===== config.mk =====
export PLATFORM = sky130hd
export DESIGN_NAME = fan_regulator_flat
export DESIGN_NICKNAME = d
export VERILOG_FILES = /design/src/rtl/fan_regulator_if.sv /design/src/rtl/fan_regulator.sv /design/src/flat_wrapper.sv
export SDC_FILE = /design/constraint.sdc
export NUM_CORES = 1
export LEC_CHECK = 0
export BUFFER_PORTS_ARGS = -buffer_cell sky130_fd_sc_hd__buf_4
export CORE_MARGIN = 10
export CORE_UTILIZATION = 45
export CTS_CLUSTER_DIAMETER = 60
export CTS_CLUSTER_SIZE = 8
export DETAILED_ROUTE_END_ITERATION = 8
export HOLD_SLACK_MARGIN = 0.02
export MAX_ROUTING_LAYER = met4
export PLACE_DENSITY_LB_ADDON = 0.12
export SYNTH_ARGS = -nofsm -noshare
export SYNTH_HDL_FRONTEND = slang
export SYNTH_SLANG_ARGS = --single-unit
export TNS_END_PERCENT = 1

===== constraint.sdc =====
create_clock -name clk -period 5 [get_ports clk]
set_clock_uncertainty 0.05 [all_clocks]
set_input_delay 1.5 -clock clk [delete_from_list [all_inputs] [get_ports clk]]
set_output_delay 1.5 -clock clk [all_outputs]
set_load 0.005 [all_outputs]

===== src/rtl/fan_regulator_if.sv =====
// Fan regulator pin bundle: raw switch and step contacts in, fan controller drive out.
// master = contact side (bench or board), slave = the regulator itself.
interface fan_regulator_if;
  logic       pwr_sw;
  logic       knob_up;
  logic       knob_dn;
  logic       elec;
  logic [2:0] mod;
  logic [2:0] target;
  logic       busy;

  modport master (
    output pwr_sw, knob_up, knob_dn,
    input  elec, mod, target, busy
  );

  modport slave (
    input  pwr_sw, knob_up, knob_dn,
    output elec, mod, target, busy
  );
endinterface


===== src/rtl/fan_regulator.sv =====
// Fan regulator: synchronizes and debounces the mains switch and the two regulator
// contacts, holds the requested mode (target) and drives the fan controller (elec, mod).
// Optional feature macro FAN_SOFT_START_EN: when defined, mod walks one step toward
// target every RAMP_CYCLES clocks; when undefined, mod follows target one edge later.
module fan_regulator #(
  parameter int unsigned DEBOUNCE_CYCLES = 4,
  parameter int unsigned RAMP_CYCLES     = 8,
  parameter int unsigned MAX_MODE        = 3
) (
  input logic            clk,
  input logic            rst_n,
  fan_regulator_if.slave bus
);

  localparam logic [7:0] DbLast  = 8'(DEBOUNCE_CYCLES - 1);
  localparam logic [2:0] MaxMode = 3'(MAX_MODE);

  typedef enum logic [1:0] {StOff, StIdle, StRamp} state_e;

  // Bit 0: pwr_sw, bit 1: knob_up, bit 2: knob_dn.
  logic [2:0]      raw;
  logic [2:0]      s1_q, s2_q, db_q;
  logic [2:0][7:0] dcnt_q;
  logic [1:0]      db_prev_q;   // up/down levels only
  logic [1:0]      arm_q;       // step contact seen low since reset
  logic [1:0]      rsync_q;
  logic            en;
  logic            pwr_on, up_evt, dn_evt;

  logic [2:0] target_q, target_d;
  logic [2:0] mod_q, mod_d;
  logic       elec_q, busy_q;
  state_e     state_q, state_d;

  assign raw = {bus.knob_dn, bus.knob_up, bus.pwr_sw};

  // Reset release is re-timed so no state moves before the second edge after deassertion.
  always_ff @(posedge clk or negedge rst_n) begin
    if (!rst_n) rsync_q <= '0;
    else        rsync_q <= {rsync_q[0], 1'b1};
  end
  assign en = rsync_q[1];

  // Two-flop synchronizers for the raw asynchronous levels.
  always_ff @(posedge clk or negedge rst_n) begin
    if (!rst_n) begin
      s1_q <= '0;
      s2_q <= '0;
    end else begin
      s1_q <= raw;
      s2_q <= s1_q;
    end
  end

  // Per-input debouncers plus edge history and re-arm tracking for the step contacts.
  always_ff @(posedge clk or negedge rst_n) begin
    if (!rst_n) begin
      db_q      <= '0;
      dcnt_q    <= '0;
      db_prev_q <= '0;
      arm_q     <= '0;
    end else if (en) begin
      for (int i = 0; i < 3; i++) begin
        if (s2_q[i] == db_q[i]) begin
          dcnt_q[i] <= '0;
        end else if (dcnt_q[i] == DbLast) begin
          db_q[i]   <= ~db_q[i];
          dcnt_q[i] <= '0;
        end else begin
          dcnt_q[i] <= dcnt_q[i] + 8'd1;
        end
      end
      db_prev_q <= db_q[2:1];
      // A step contact held through reset must go low before its next rise counts.
      arm_q     <= arm_q | ~s2_q[2:1];
    end
  end

  assign pwr_on = db_q[0];
  assign up_evt = db_q[1] & ~db_prev_q[0] & arm_q[0];
  assign dn_evt = db_q[2] & ~db_prev_q[1] & arm_q[1];

  // Saturating target update; simultaneous up and down cancel.
  always_comb begin
    target_d = target_q;
    if (up_evt && !dn_evt) begin
      if (target_q != MaxMode) target_d = target_q + 3'd1;
    end else if (dn_evt && !up_evt) begin
      if (target_q != '0) target_d = target_q - 3'd1;
    end
  end

`ifdef FAN_SOFT_START_EN
  localparam logic [7:0] RampLast = 8'(RAMP_CYCLES - 1);
  logic [7:0] rcnt_q, rcnt_d;

  // Ramp pacing counter.
  always_ff @(posedge clk or negedge rst_n) begin
    if (!rst_n) rcnt_q <= '0;
    else        rcnt_q <= rcnt_d;
  end
`else
  // RAMP_CYCLES has no effect without soft start; referenced so both builds share one
  // parameter set.
  if (RAMP_CYCLES == 0) begin : g_ramp_cycles_unused
  end
`endif

  // Power/mode FSM next state; state is decided from next-cycle mod/target so busy
  // and the ramp counter start on the same edge target moves.
  always_comb begin
    state_d = state_q;
    mod_d   = mod_q;
`ifdef FAN_SOFT_START_EN
    rcnt_d  = '0;
`endif
    if (!pwr_on) begin
      state_d = StOff;
      mod_d   = '0;
    end else if (state_q == StOff) begin
      mod_d   = '0;
      state_d = (target_d != '0) ? StRamp : StIdle;
    end else begin
`ifdef FAN_SOFT_START_EN
      if (state_q == StRamp) begin
        if (rcnt_q == RampLast) begin
          if (mod_q < target_q)      mod_d = mod_q + 3'd1;
          else if (mod_q > target_q) mod_d = mod_q - 3'd1;
        end else begin
          rcnt_d = rcnt_q + 8'd1;
        end
      end
`else
      mod_d = target_q;
`endif
      state_d = (mod_d != target_d) ? StRamp : StIdle;
`ifdef FAN_SOFT_START_EN
      if (state_d != StRamp) rcnt_d = '0;
`endif
    end
  end

  // State and registered outputs.
  always_ff @(posedge clk or negedge rst_n) begin
    if (!rst_n) begin
      state_q  <= StOff;
      target_q <= '0;
      mod_q    <= '0;
      elec_q   <= 1'b0;
      busy_q   <= 1'b0;
    end else begin
      state_q  <= state_d;
      target_q <= target_d;
      mod_q    <= mod_d;
      elec_q   <= (state_d != StOff);
      busy_q   <= (state_d == StRamp);
    end
  end

  assign bus.elec   = elec_q;
  assign bus.mod    = mod_q;
  assign bus.target = target_q;
  assign bus.busy   = busy_q;

endmodule

===== src/flat_wrapper.sv =====
// flat-port wrapper written by rule: the top's interface ports become plain ports
module fan_regulator_flat 
#(
  parameter int unsigned DEBOUNCE_CYCLES = 4,
  parameter int unsigned RAMP_CYCLES     = 8,
  parameter int unsigned MAX_MODE        = 3
)
  (clk, rst_n, bus_pwr_sw, bus_knob_up, bus_knob_dn, bus_elec, bus_mod, bus_target, bus_busy);
  fan_regulator_if bus_i ();
  input logic clk;
  input logic rst_n;
  input wire logic [$bits(bus_i.pwr_sw)-1:0] bus_pwr_sw;
  input wire logic [$bits(bus_i.knob_up)-1:0] bus_knob_up;
  input wire logic [$bits(bus_i.knob_dn)-1:0] bus_knob_dn;
  output wire logic [$bits(bus_i.elec)-1:0] bus_elec;
  output wire logic [$bits(bus_i.mod)-1:0] bus_mod;
  output wire logic [$bits(bus_i.target)-1:0] bus_target;
  output wire logic [$bits(bus_i.busy)-1:0] bus_busy;
  assign bus_i.pwr_sw = bus_pwr_sw;
  assign bus_i.knob_up = bus_knob_up;
  assign bus_i.knob_dn = bus_knob_dn;
  assign bus_elec = bus_i.elec;
  assign bus_mod = bus_i.mod;
  assign bus_target = bus_i.target;
  assign bus_busy = bus_i.busy;
  fan_regulator #(.DEBOUNCE_CYCLES(DEBOUNCE_CYCLES), .RAMP_CYCLES(RAMP_CYCLES), .MAX_MODE(MAX_MODE)) u_core (.clk(clk), .rst_n(rst_n), .bus(bus_i));
endmodule

Yosys cells after proc, flatten, opt, wreduce, memory -nomap -nowiden
Cells that the tools add are included.
{"block": "word_totals", "word_cells": 71, "out_inout_bits": 8, "regBits": 49}
{"block": "classes", "reduce_logical": 11, "n_eq_ne": 9, "n_bitwise": 14, "mux": 16, "n_addsub": 5}
{"op": "$mux 8", "n": 6}
{"op": "$add 8x1->8 const B", "n": 3}
{"op": "$eq 8x2->1 const B", "n": 3}
{"op": "$mux 3", "n": 6}
{"op": "$reduce_and 3->1", "n": 3}
{"op": "$mux 2", "n": 4}
{"op": "$not 1->1", "n": 8}
{"op": "$reduce_bool 3->1", "n": 2}
{"op": "$and 1x1->1", "n": 4}
{"op": "$add 3x1->3 const B", "n": 1}
{"op": "$eq 1x1->1", "n": 3}
{"op": "$ne 3x2->1 const B", "n": 1}
{"op": "$ne 3x3->1", "n": 1}
{"op": "$sub 3x1->3 const B", "n": 1}
{"op": "$eq 2x2->1 const B", "n": 1}
{"op": "$logic_and 1x1->1", "n": 2}
{"op": "$logic_not 1->1", "n": 2}
{"op": "$logic_not 2->1", "n": 1}
{"op": "$not 2->2", "n": 1}
{"op": "$or 2x2->2", "n": 1}
{"op": "$reduce_bool 2->1", "n": 1}

Logic depth before layout (Yosys ltp)
{"block": "logic_depth", "ltp_word": 12, "ltp_mapped": 7}

Least setup slack after synthesis
OpenSTA, ideal clock, no wires.
{"block": "synth_path", "path_kind": "flip-flop to output port", "startpoint": "register u_core.target_q[0] (netlist: u_core.bus.target[0])", "endpoint": "output bus_target[0]", "path_stages_with_launch": 1, "t_arrival_ns": 0.423, "setup_slack_ns": 3.027, "cell_sequence": "dfrtp_1"}
{"element": "start: declaration", "line": "fan_regulator.sv:30", "text": "logic [2:0] target_q, target_d;"}
{"element": "start signal: assignment", "line": "fan_regulator.sv:153", "text": "target_q <= target_d;"}
{"element": "end: declaration", "line": "flat_wrapper.sv:17", "text": "output wire logic [$bits(bus_i.target)-1:0] bus_target;"}
No word-level cell between the ends.

Worst setup path after layout
{"block": "layout_path", "startpoint": "register u_core.target_q[0] (netlist: u_core.bus.target[0])", "endpoint": "output bus_target[0]"}
No word-level cell between the ends.

==> results.toml <==
[run_status]
status = "completed"

[detailed_routing]
drc_errors = 0
drt-wirelength-per-cell_um = 12.4
detail_route.wirelength_mm = 3.72
mean_number_of_vias_per_cell = 5.09
vias = 1532
drt_pre_antenna_iters = 4
postRouteAntennaNets = 0
drt-initial-drc-count = 83

[pwr]
peakVddDrop_v = 0.000255
total_power_mw = 1.26
p_per_area_mw_per_mm2 = 498
leakagePower_nw = 1.14

[floorplanning]
core_mm2 = 0.00482
effective_utilization_at_floorplan_pct = 47.4
dieWidth_um = 91.3
fp.dieArea_mm2 = 0.00833
num_io_pins = 13
rows = 25
fp.dieH_um = 91.3

[setup_path]
worst-path-stages = 1
cpLargestDelayFamily = "flip-flops"
critical_path_peak_fanout = 7
crit-reg2reg-capture = "u_core.state_q[1]$_DFF_PN0_"
worstSetupStartpointType = "flip-flop"
reg2regPathDepth = 7
endpoint = "bus_target[0]"
worst_path_max_delay_cell = "sky130_fd_sc_hd__dfrtp_1"
worst-endpoint-arrival_ps = 920
crit_start = "u_core.bus.target[0]$_DFF_PN0_"
critical_path.endpoint_type = "output port"
worst_ep_required_time_ps = 3450
worst_setup_path_type = "flip-flop to output port"
max_incr_delay_on_cp_ps = 460
timing.reg2reg.setup_slack_ps = 2910
rr_startpoint = "u_core.bus.target[0]$_DFF_PN0_"
critPathBufInv = 1
crit_path_cell_trace = "buf_4"

[synth]
yosys-top-cells-area = "sky130_fd_sc_hd__dfrtp_1, sky130_fd_sc_hd__nor2_1, sky130_fd_sc_hd__xor2_1"
postSynth.topFlopCell = "sky130_fd_sc_hd__dfrtp_1"
synth_top_cell_by_area = "sky130_fd_sc_hd__dfrtp_1"
synth.ff_latch_count = 49
yosysMostFrequentCell = "sky130_fd_sc_hd__dfrtp_1"
synth_cell_type_count = 45
synthesis.nets = 229
synth-seq-area-share_pct = 53.7
netlist_area_mm2 = 0.00228
async_reset_ff_share_pct = 100
synth_top_cells_by_count = "sky130_fd_sc_hd__dfrtp_1, sky130_fd_sc_hd__nor2_1, sky130_fd_sc_hd__nand2_1"
synth.top_cell.area_share_pct = 53.7
synth_enable_flop_cells = 0
syn-instance-count = 218
avgSynthCellArea_um2 = 10.5
ys_warn_count = 0

[grt]
globalRoute.totalOverflow = 0
first_pass_grt_wire_length_mm = 6.73
groute.layer.met3.usage_pct = 2.47
gr-usage-met1_pct = 11.9
grt_util_met2_pct = 14.9
grt_usage_pct = 9.78
grt_start_max_net_pins = 50
most_used_layer_global_route = "met2"
first_global_vias = 1505
grt_antenna_before_repair = 0

[layout]
num-nets-final = 244
antennaDiodeCount = 0
num-fill-cells = 451
area_growth_syn_to_layout_pct = 10.7
share_of_cells_above_drive_strength_1_pct = 12.8

[clocking]
post_cts_buffers = 0
path_clk_slew_ps = 90
cts_made_buffers = 5
ctsHtreeMaxLevel = 2
cts.repair.resized = 0
clock-sinks = 49
clock-root-buffer = "sky130_fd_sc_hd__clkbuf_8"
worst_skew_pair_later_pin_latency_ps = 290
max-clock-path-buffers = 2
cts_hold_buffers = 0
clock_tree_from_tritoncts = "built"

[sta]
layout_min_cycle_time_ps = 2470
max_slew_margin_pct = 60.1
fin_ws_ps = 2530
final-setup-viol-count = 0
rsz_0062_raised_after_global_routing = "false"
count_of_final_hold_check_violations = 0
max_slew.worst_pin.slew_ps = 598
worst_hold_slack_ps = 302
setup_total_negative_slack_ps = 0
final_clock_period_utilization_by_the_worst_path_pct = 49.4
drv_slew = 0
fmaxAchievable_ghz = 0.405

[place]
place.port_buffers = 12
gpl_congestion = 0.836
detailedPlacementHpwl_mm = 2.65
pre_cts_ws_ps = 2850

[flow_run]
max_cap_viol_count = 0

[worst_hold_path]
hold_path.class = "flip-flop to flip-flop"
==> placed cells by master, fill, tap and decap left out, types with 2 or more instances in the layout <==
cell                        n
sky130_fd_sc_hd__nand2_1   22
sky130_fd_sc_hd__nand3b_1   2
sky130_fd_sc_hd__o21ai_0    5
sky130_fd_sc_hd__clkbuf_1   2
sky130_fd_sc_hd__xor2_1    12
sky130_fd_sc_hd__a21oi_1    3
sky130_fd_sc_hd__o22ai_1    3
sky130_fd_sc_hd__ha_1       6
sky130_fd_sc_hd__a21o_1     3
sky130_fd_sc_hd__nand2b_1   3
sky130_fd_sc_hd__nor3_1     6
sky130_fd_sc_hd__and3_4     2
sky130_fd_sc_hd__clkbuf_8   5
sky130_fd_sc_hd__o31ai_1    2
sky130_fd_sc_hd__xnor2_1   10
sky130_fd_sc_hd__mux2_2     2
sky130_fd_sc_hd__mux2i_1    2
sky130_fd_sc_hd__nand3_1    5
sky130_fd_sc_hd__o211ai_1   2
sky130_fd_sc_hd__nor2_1    28
sky130_fd_sc_hd__dfrtp_1   49
sky130_fd_sc_hd__inv_1     12
sky130_fd_sc_hd__nand4_1   10
sky130_fd_sc_hd__a21boi_0   2
sky130_fd_sc_hd__nor4_1     2
sky130_fd_sc_hd__a22o_1     2
sky130_fd_sc_hd__buf_4     13
==> sequential cells by signal, indices dropped and copies added, names as in the netlist, 2 cells and up <==
| signal | count |
|---|---|
| u_core.s2_q | 3 |
| u_core.rsync_q | 2 |
| u_core.state_q | 2 |
| u_core.db_q | 3 |
| u_core.arm_q | 2 |
| u_core.bus.mod | 3 |
| u_core.bus.target | 3 |
| u_core.dcnt_q | 24 |
| u_core.s1_q | 3 |
| u_core.db_prev_q | 2 |
==> how the worst min path moves through the flow <==
stage | slack (ps) | from | to | cells past startpoint
floorplan | 280 | u_core.rsync_q[0]$_DFF_PN0_ | u_core.rsync_q[1]$_DFF_PN0_ | 0
global route | 310 | u_core.rsync_q[0]$_DFF_PN0_ | u_core.rsync_q[1]$_DFF_PN0_ | 0
detailed placement | 290 | u_core.s1_q[0]$_DFF_PN0_ | u_core.s2_q[0]$_DFF_PN0_ | 0
CTS | 310 | u_core.s1_q[0]$_DFF_PN0_ | u_core.s2_q[0]$_DFF_PN0_ | 0
finish | 300 | u_core.rsync_q[0]$_DFF_PN0_ | u_core.rsync_q[1]$_DFF_PN0_ | 0
global placement | 280 | u_core.s1_q[2]$_DFF_PN0_ | u_core.s2_q[2]$_DFF_PN0_ | 0
==> routing by layer <==
| metal | wire [um] | vias to the layer above |
|---|---|---|
| li1 | - | 777 |
| met1 | 1870 | 722 |
| met2 | 1680 | 29 |
| met3 | 125 | 4 |
| met4 | 45 | 0 |
| met5 | 0 | - |
==> worst register-to-register path, cell delays in order, from the launching register on <==
cell	delay, ps
sky130_fd_sc_hd__dfrtp_1	470
sky130_fd_sc_hd__inv_1	130
sky130_fd_sc_hd__ha_1	270
sky130_fd_sc_hd__o21bai_1	180
sky130_fd_sc_hd__o21ai_0	130
sky130_fd_sc_hd__a221oi_2	310
sky130_fd_sc_hd__o311ai_2	180
sky130_fd_sc_hd__a22o_1	260
==> cell type report <==
type                       count  area, um^2  share of cell area (%)
inverter                      12        45.0                    1.78
sequential                    49        1230                    48.5
multi-input combinational    152         993                    39.3
clock buffer                   7        76.3                    3.02
tap                           67        83.8                    3.31
clock inverter                 1        7.51                   0.297
timing repair buffer          13        97.6                    3.86
==> report_power, final <==
| group | switching (mW) | internal (mW) |
|---|---|---|
| logic | 0.249 | 0.222 |
| clock network | 0.123 | 0.0991 |
| registers | 0.0884 | 0.479 |
==> per-stage QoR <==
step / util [%] / cells / area (um^2)
2_1_floorplan: - / 218 / 2280
3_3_place_gp: 50.8 / 293 / 2450
3_5_place_dp: 50.8 / 293 / 2450
4_1_cts: 52.5 / 301 / 2530
5_1_grt: 52.5 / 301 / 2530
6_report: 52.5 / 301 / 2530
==> cells by family after synthesis <==
group           after synthesis  share of synthesized area (%)
fa+ha+maj                     6                           3.29
flops                        49                           53.7
buf+inv                      17                           2.85
compound gates               29                           9.42
mux                           5                           2.35
xor+xnor                     22                           8.43
simple gates                 89                           19.8
other cells                   1                          0.164
(Power assumes the default switching activity.)
